<file path="config.mk">
export PLATFORM = sky130hd
export DESIGN_NAME = midi_note_source
export DESIGN_NICKNAME = d
export VERILOG_FILES = /design/src/rtl/midi_pkg.sv /design/src/rtl/midi_uart_rx.sv /design/src/rtl/midi_note_source.sv
export SDC_FILE = /design/constraint.sdc
export NUM_CORES = 1
export LEC_CHECK = 0
export ABC_CLOCK_PERIOD_IN_PS = 5500
export CAP_MARGIN = 10
export CELL_PAD_IN_SITES_DETAIL_PLACEMENT = 0
export CELL_PAD_IN_SITES_GLOBAL_PLACEMENT = 2
export CORE_MARGIN = 2
export CORE_UTILIZATION = 39
export CTS_CLUSTER_SIZE = 14
export DETAILED_ROUTE_END_ITERATION = 10
export HOLD_SLACK_MARGIN = 0.08
export PLACE_DENSITY_LB_ADDON = 0.3
export SYNTH_ARGS = -nofsm -noshare
export SYNTH_HDL_FRONTEND = slang
export SYNTH_SLANG_ARGS = --single-unit
</file>
<file path="constraint.sdc">
create_clock -name clk -period 5.5 [get_ports clk]
set_clock_uncertainty 0.15 [all_clocks]
set_input_delay 0.825 -clock clk [delete_from_list [all_inputs] [get_ports clk]]
set_output_delay 0.825 -clock clk [all_outputs]
set_load 0.01 [all_outputs]
</file>
<file path="src/rtl/midi_pkg.sv">
// Shared constants, state types and velocity scaling for the MIDI note source.
package midi_pkg;

    localparam logic [3:0] STAT_NOTE_OFF   = 4'h8;
    localparam logic [3:0] STAT_NOTE_ON    = 4'h9;
    localparam logic [3:0] STAT_PROG       = 4'hC;
    localparam logic [3:0] STAT_CHAN_PRESS = 4'hD;
    localparam logic [3:0] STAT_SYSTEM     = 4'hF;
    localparam logic [7:0] REALTIME_MIN    = 8'hF8;

    typedef enum logic [1:0] {
        RS_NONE     = 2'd0,
        RS_NOTE_OFF = 2'd1,
        RS_NOTE_ON  = 2'd2,
        RS_IGNORE   = 2'd3
    } run_status_t;

    typedef enum logic [1:0] {
        UART_IDLE  = 2'd0,
        UART_START = 2'd1,
        UART_DATA  = 2'd2,
        UART_STOP  = 2'd3
    } uart_state_t;

    // 7-bit velocity stretched to full 8-bit range: 0x7F -> 0xFF, 0x00 -> 0x00
    function automatic logic [7:0] scale_velocity(input logic [6:0] vel);
        return {vel, vel[6]};
    endfunction

endpackage

</file>
<file path="src/rtl/midi_uart_rx.sv">
// 8N1 serial receiver for the MIDI line: 2-FF synchroniser, mid-bit sampling,
// start-glitch rejection and stop-bit framing check.
module midi_uart_rx
    import midi_pkg::*;
#(
    parameter int CLKS_PER_BIT = 3200
) (
    input  logic       clk,
    input  logic       rst_n,
    input  logic       rx,
    output logic [7:0] dout,
    output logic       dout_valid,
    output logic       framing_error
);

    localparam int CNT_W = $clog2(CLKS_PER_BIT);
    localparam logic [CNT_W-1:0] HALF_LAST = CNT_W'(CLKS_PER_BIT / 2 - 1);
    localparam logic [CNT_W-1:0] FULL_LAST = CNT_W'(CLKS_PER_BIT - 1);

    logic             sync1_r;
    logic             sync2_r;
    logic             prev_r;
    uart_state_t      state_r;
    uart_state_t      state_nx_s;
    logic [CNT_W-1:0] cnt_r;
    logic [2:0]       bit_idx_r;
    logic [7:0]       shift_r;
    logic             fall_s;
    logic             half_hit_s;
    logic             full_hit_s;

    // Synchroniser registers reset low, so a line held low through reset never looks like a falling edge
    assign fall_s     = prev_r & ~sync2_r;
    assign half_hit_s = (cnt_r == HALF_LAST);
    assign full_hit_s = (cnt_r == FULL_LAST);

    // Receiver next-state decode
    always_comb begin
        state_nx_s = state_r;
        case (state_r)
            UART_IDLE: begin
                if (fall_s) state_nx_s = UART_START;
                else        state_nx_s = UART_IDLE;
            end
            UART_START: begin
                if (half_hit_s) state_nx_s = sync2_r ? UART_IDLE : UART_DATA;
                else            state_nx_s = UART_START;
            end
            UART_DATA: begin
                if (full_hit_s && (bit_idx_r == 3'd7)) state_nx_s = UART_STOP;
                else                                   state_nx_s = UART_DATA;
            end
            UART_STOP: begin
                if (full_hit_s) state_nx_s = UART_IDLE;
                else            state_nx_s = UART_STOP;
            end
            default: state_nx_s = UART_IDLE;
        endcase
    end

    // Synchroniser, bit timer, shift register and registered result pulses
    always_ff @(posedge clk) begin
        if (!rst_n) begin
            sync1_r       <= 1'b0;
            sync2_r       <= 1'b0;
            prev_r        <= 1'b0;
            state_r       <= UART_IDLE;
            cnt_r         <= '0;
            bit_idx_r     <= 3'd0;
            shift_r       <= 8'h00;
            dout          <= 8'h00;
            dout_valid    <= 1'b0;
            framing_error <= 1'b0;
        end else begin
            sync1_r       <= rx;
            sync2_r       <= sync1_r;
            prev_r        <= sync2_r;
            state_r       <= state_nx_s;
            dout_valid    <= 1'b0;
            framing_error <= 1'b0;
            if ((state_nx_s != state_r) || full_hit_s) cnt_r <= '0;
            else                                       cnt_r <= cnt_r + CNT_W'(1);
            if (state_r == UART_START) bit_idx_r <= 3'd0;
            if ((state_r == UART_DATA) && full_hit_s) begin
                shift_r   <= {sync2_r, shift_r[7:1]};
                bit_idx_r <= bit_idx_r + 3'd1;
            end
            if ((state_r == UART_STOP) && full_hit_s) begin
                if (sync2_r) begin
                    dout       <= shift_r;
                    dout_valid <= 1'b1;
                end else begin
                    framing_error <= 1'b1;
                end
            end
        end
    end

endmodule

</file>
<file path="src/rtl/midi_note_source.sv">
// Monophonic last-note-priority MIDI Note On/Off decoder feeding an instrument voice;
// pitch and amplitude are held after note-off so the release phase keeps its pitch.
module midi_note_source
    import midi_pkg::*;
#(
    parameter int CLKS_PER_BIT = 3200,
    parameter int CHANNEL      = 0,
    parameter int OMNI         = 0
) (
    input  logic       clk,
    input  logic       rst_n,
    input  logic       midi_in,
    output logic [7:0] midi_data,
    output logic       midi_valid,
    output logic [7:0] amplitude,
    output logic       framing_error
);

    logic [7:0]  byte_s;
    logic        byte_valid_s;
    run_status_t rs_r;
    run_status_t rs_nx_s;
    logic        dcnt_r;
    logic        dcnt_nx_s;
    logic        need_two_r;
    logic        need_two_nx_s;
    logic [6:0]  note_r;
    logic [6:0]  note_nx_s;
    logic [6:0]  data_nx_s;
    logic        valid_nx_s;
    logic [7:0]  amp_nx_s;
    logic        chan_ok_s;
    logic        release_s;

    midi_uart_rx #(
        .CLKS_PER_BIT (CLKS_PER_BIT)
    ) u_rx (
        .clk           (clk),
        .rst_n         (rst_n),
        .rx            (midi_in),
        .dout          (byte_s),
        .dout_valid    (byte_valid_s),
        .framing_error (framing_error)
    );

    // Message parser: running status, data-byte count and note execution
    always_comb begin
        rs_nx_s       = rs_r;
        dcnt_nx_s     = dcnt_r;
        need_two_nx_s = need_two_r;
        note_nx_s     = note_r;
        data_nx_s     = midi_data[6:0];
        valid_nx_s    = midi_valid;
        amp_nx_s      = amplitude;
        chan_ok_s     = (OMNI != 0) || (byte_s[3:0] == 4'(CHANNEL));
        release_s     = midi_valid && (note_r == midi_data[6:0]);
        if (!byte_valid_s || (byte_s >= REALTIME_MIN)) begin
            rs_nx_s = rs_r;
        end else if (byte_s[7:4] == STAT_SYSTEM) begin
            rs_nx_s   = RS_NONE;
            dcnt_nx_s = 1'b0;
        end else if (byte_s[7]) begin
            dcnt_nx_s = 1'b0;
            if (chan_ok_s && (byte_s[7:4] == STAT_NOTE_OFF)) begin
                rs_nx_s       = RS_NOTE_OFF;
                need_two_nx_s = 1'b1;
            end else if (chan_ok_s && (byte_s[7:4] == STAT_NOTE_ON)) begin
                rs_nx_s       = RS_NOTE_ON;
                need_two_nx_s = 1'b1;
            end else begin
                rs_nx_s       = RS_IGNORE;
                need_two_nx_s = (byte_s[7:4] != STAT_PROG) && (byte_s[7:4] != STAT_CHAN_PRESS);
            end
        end else if (rs_r == RS_NONE) begin
            dcnt_nx_s = 1'b0;
        end else if (need_two_r && !dcnt_r) begin
            note_nx_s = byte_s[6:0];
            dcnt_nx_s = 1'b1;
        end else begin
            // Final data byte: execute, keep running status for the next message
            dcnt_nx_s = 1'b0;
            case (rs_r)
                RS_NOTE_ON: begin
                    if (byte_s[6:0] != 7'd0) begin
                        data_nx_s  = note_r;
                        amp_nx_s   = scale_velocity(byte_s[6:0]);
                        valid_nx_s = 1'b1;
                    end else if (release_s) begin
                        valid_nx_s = 1'b0;
                    end else begin
                        valid_nx_s = midi_valid;
                    end
                end
                RS_NOTE_OFF: begin
                    if (release_s) valid_nx_s = 1'b0;
                    else           valid_nx_s = midi_valid;
                end
                default: valid_nx_s = midi_valid;
            endcase
        end
    end

    // Parser state and registered voice outputs
    always_ff @(posedge clk) begin
        if (!rst_n) begin
            rs_r       <= RS_NONE;
            dcnt_r     <= 1'b0;
            need_two_r <= 1'b1;
            note_r     <= 7'd0;
            midi_data  <= 8'h00;
            midi_valid <= 1'b0;
            amplitude  <= 8'h00;
        end else begin
            rs_r       <= rs_nx_s;
            dcnt_r     <= dcnt_nx_s;
            need_two_r <= need_two_nx_s;
            note_r     <= note_nx_s;
            midi_data  <= {1'b0, data_nx_s};
            midi_valid <= valid_nx_s;
            amplitude  <= amp_nx_s;
        end
    end

endmodule

</file>
==> flow_metrics.tcl <==
set metrics [dict create \
    cpPeakStageDelay_ns 0.49 \
    fin_setup_tns_ns 0 \
    clock.fmax_mhz 425 \
    cts_max_level 3 \
    cp_max_fo 44 \
    vias 2072 \
    drc 0 \
    chipHeight_um 88.5 \
    cap_viol_max_count 0 \
    path_cells "clkdlybuf4s50_1, buf_4, o211ai_1, nor3_1" \
    grt_usage_pct 15.8 \
    seq_area_frac_synth_pct 46.0 \
    postPlaceCellArea_mm2 0.00302 \
    synth_cell_types 42 \
    dp_hpwl_um 3800 \
    cp-start-kind "primary input" \
    synth_enable_flop_cells 0 \
    postCtsHoldBufs 0 \
    cts_resized 0 \
    cts_tree "done" \
    clk_pin_slew_ns 0.07 \
    synthArstFlopShare_pct 0 \
    drt-initial-drc-count 64 \
    final_max_slew_viol_count 0 \
    root_buffer "clkbuf_8" \
    fin_area_mm2 0.00321 \
    area_growth_pct 15.4 \
    antenna_found_initial 0 \
    via_per_inst 4.92 \
    ys_warn_count 0 \
    clk_latency_ns 0.34 \
    die_w_um 88.5 \
    cp-end-kind "flop" \
    port_buffers 19 \
    antenna_left 0 \
    drtPass1Iterations 4 \
    gp_congestion 0.724 \
    hold_viol 0 \
    worstPathArrival_ns 2.45 \
    pwr_density_cell_mw_per_mm2 274 \
    slew_headroom_pct 32.8 \
    outcome "completed" \
    critPathKind "in2reg" \
    rows 30 \
    fin_crit_sh_pct 42.8 \
    start_util_pct 40.5 \
    die_area_mm2 0.00783 \
    grt_pass1_vias 1998 \
    synth_nets 314 \
    layout.nets 329 \
    final-setup-viol-count 0 \
    hold_path_class "reg2reg" \
    grt_max_degree 45 \
    netlist_instances 305 \
    coreArea_mm2 0.00687 \
    post-cts-setup-buffers 0 \
    synth_ff_type "dfxtp_1" \
    dp_cells 405 \
    post-route-min-period_ns 2.35 \
    synth.avg_cell_area_um2 9.13 \
    rsz0062_at_grt "false" \
    wl_per_cell_um 13.1 \
    clock_path_buffers 2 \
    fin_hold_ws_ns 0.288 \
    routed_wl_um 5510 \
    p_leak_nw 1.15 \
    power.total_w 0.000882 \
    required_ns 5.60 \
    pin_count 21 \
    grt_first_pass_wirelength_um 9420 \
    cts_buffers 9 \
    worst_pin_slew_ns 1.00 \
    finalNonFillerCells 421 \
    cts.sinks 64 \
    r2r_setup_slack_ns 3.18 \
    netlist_area_mm2 0.00278 \
    insertedDiodeCount 0 \
    grt-ovfl-total 0 \
    ys_ff_latch 64 \
    crit_slowest_cell "o211ai_1" \
    drive_gt1_share_pct 7.69 \
    vdd_drop_max_uv 190 \
]
==> logic make-up after synthesis <==
kind of cell / count (synthesis) / synth area share (%)
AND/OR/NAND/NOR: 140 / 25.8
buffers and inverters: 22 / 4.00
XOR/XNOR: 17 / 5.35
multiplexers: 29 / 10.4
other: 1 / 0.135
AO/OA/AOI/OAI: 26 / 5.57
adder cells (fa/ha/maj): 6 / 2.70
flip-flops: 64 / 46.0
==> synth_stat cells (2+ instances only) <==
library cell / instances / share of area [%]
nand4b_1: 3 / 0.94
clkbuf_1: 8 / 1.1
xnor2_1: 10 / 3.1
and2_1: 3 / 0.67
nor3_2: 2 / 0.72
nor2_1: 17 / 2.3
nand2_1: 64 / 8.6
o211ai_1: 2 / 0.54
a31oi_1: 2 / 0.45
nor4_1: 2 / 0.45
and3b_1: 2 / 0.63
buf_6: 2 / 0.81
ha_1: 6 / 2.7
o21ai_0: 2 / 0.36
inv_1: 4 / 0.54
and4_1: 2 / 0.63
mux2i_1: 29 / 10
and3_1: 2 / 0.45
buf_2: 5 / 0.90
nand4_1: 5 / 1.1
xor2_1: 7 / 2.2
nor3_1: 11 / 2.0
buf_4: 2 / 0.54
nand2b_1: 4 / 0.90
dfxtp_1: 64 / 46
a21oi_1: 15 / 2.7
nand3_1: 14 / 2.5
nor3b_1: 2 / 0.54
==> metal layers <==
metal	wire length (µm)	vias up	global-route usage (%)
li1	-	1076	-
met1	2620	956	19.6
met2	2620	34	25.4
met3	210	6	5.41
met4	55	0	6.20
met5	0	-	0
==> worst max-delay path: cells and delay by family <==
family	cells	cell delay, ns
and+or+nand+nor	1	0.29
buffers and inverters	2	0.83
AOI/OAI and AO/OA	1	0.49
==> registers in the layout (all words and copies together), names as in the netlist, 3 cells and up <==
name            cells
note_r              7
u_rx.bit_idx_r      3
amplitude           7
u_rx.dout           8
midi_data           7
u_rx.shift_r        8
u_rx.cnt_r         12
==> layout make-up <==
cell class | instances | area [µm²]
fillers | 678 | 3660
well taps | 96 | 120
flip-flops and latches | 64 | 1280
clock buffers | 10 | 138
multi-input cells | 219 | 1390
repair buffers | 21 | 205
clock inverters | 6 | 58.8
inverters | 5 | 18.8
==> cells in the final DEF, fill, tap and decap left out, types with 2 or more instances in the layout <==
cell type        instances
nand2_1                 64
dfxtp_1                 64
mux2i_1                 29
clkdlybuf4s50_1         19
nor2_1                  17
a21oi_1                 15
nand3_1                 14
nor3_1                  11
xnor2_1                 10
clkbuf_8                10
xor2_1                   7
ha_1                     6
nand4_1                  5
inv_1                    4
nand2b_1                 4
clkinv_2                 4
and2_1                   3
nand4b_1                 3
and4_1                   2
nor3b_1                  2
and3b_1                  2
a31oi_1                  2
nor3_2                   2
o211ai_1                 2
and3_1                   2
o21ai_0                  2
nor4_1                   2
buf_4                    2
==> through the flow <==
step / util (%) / setup WS, ns
after detailed placement: 43.9 / 2.75
after global routing: 46.8 / 2.92
after floorplan: - / 3.62
after CTS: 46.8 / 3.13
after global placement: 43.9 / 2.80
final: 46.8 / 3.15
==> worst paths after layout <==
path	depth (start not counted)	from	endpoint
hold reg to reg	1	u_rx.sync1_r	u_rx.sync2_r
setup reg to reg	5	u_rx.cnt_r[0]	u_rx.shift_r[7]
hold / removal	1	u_rx.sync1_r	u_rx.sync2_r
setup / recovery	4	rst_n	u_rx.cnt_r[7]
==> power breakdown <==
group          leakage (nW)  switching (W)  internal, W
clock                 0.106       0.000175     0.000219
combinational         0.530      0.0000133   0.00000523
sequential            0.516     0.00000312     0.000466
(Power assumes the default switching activity.)
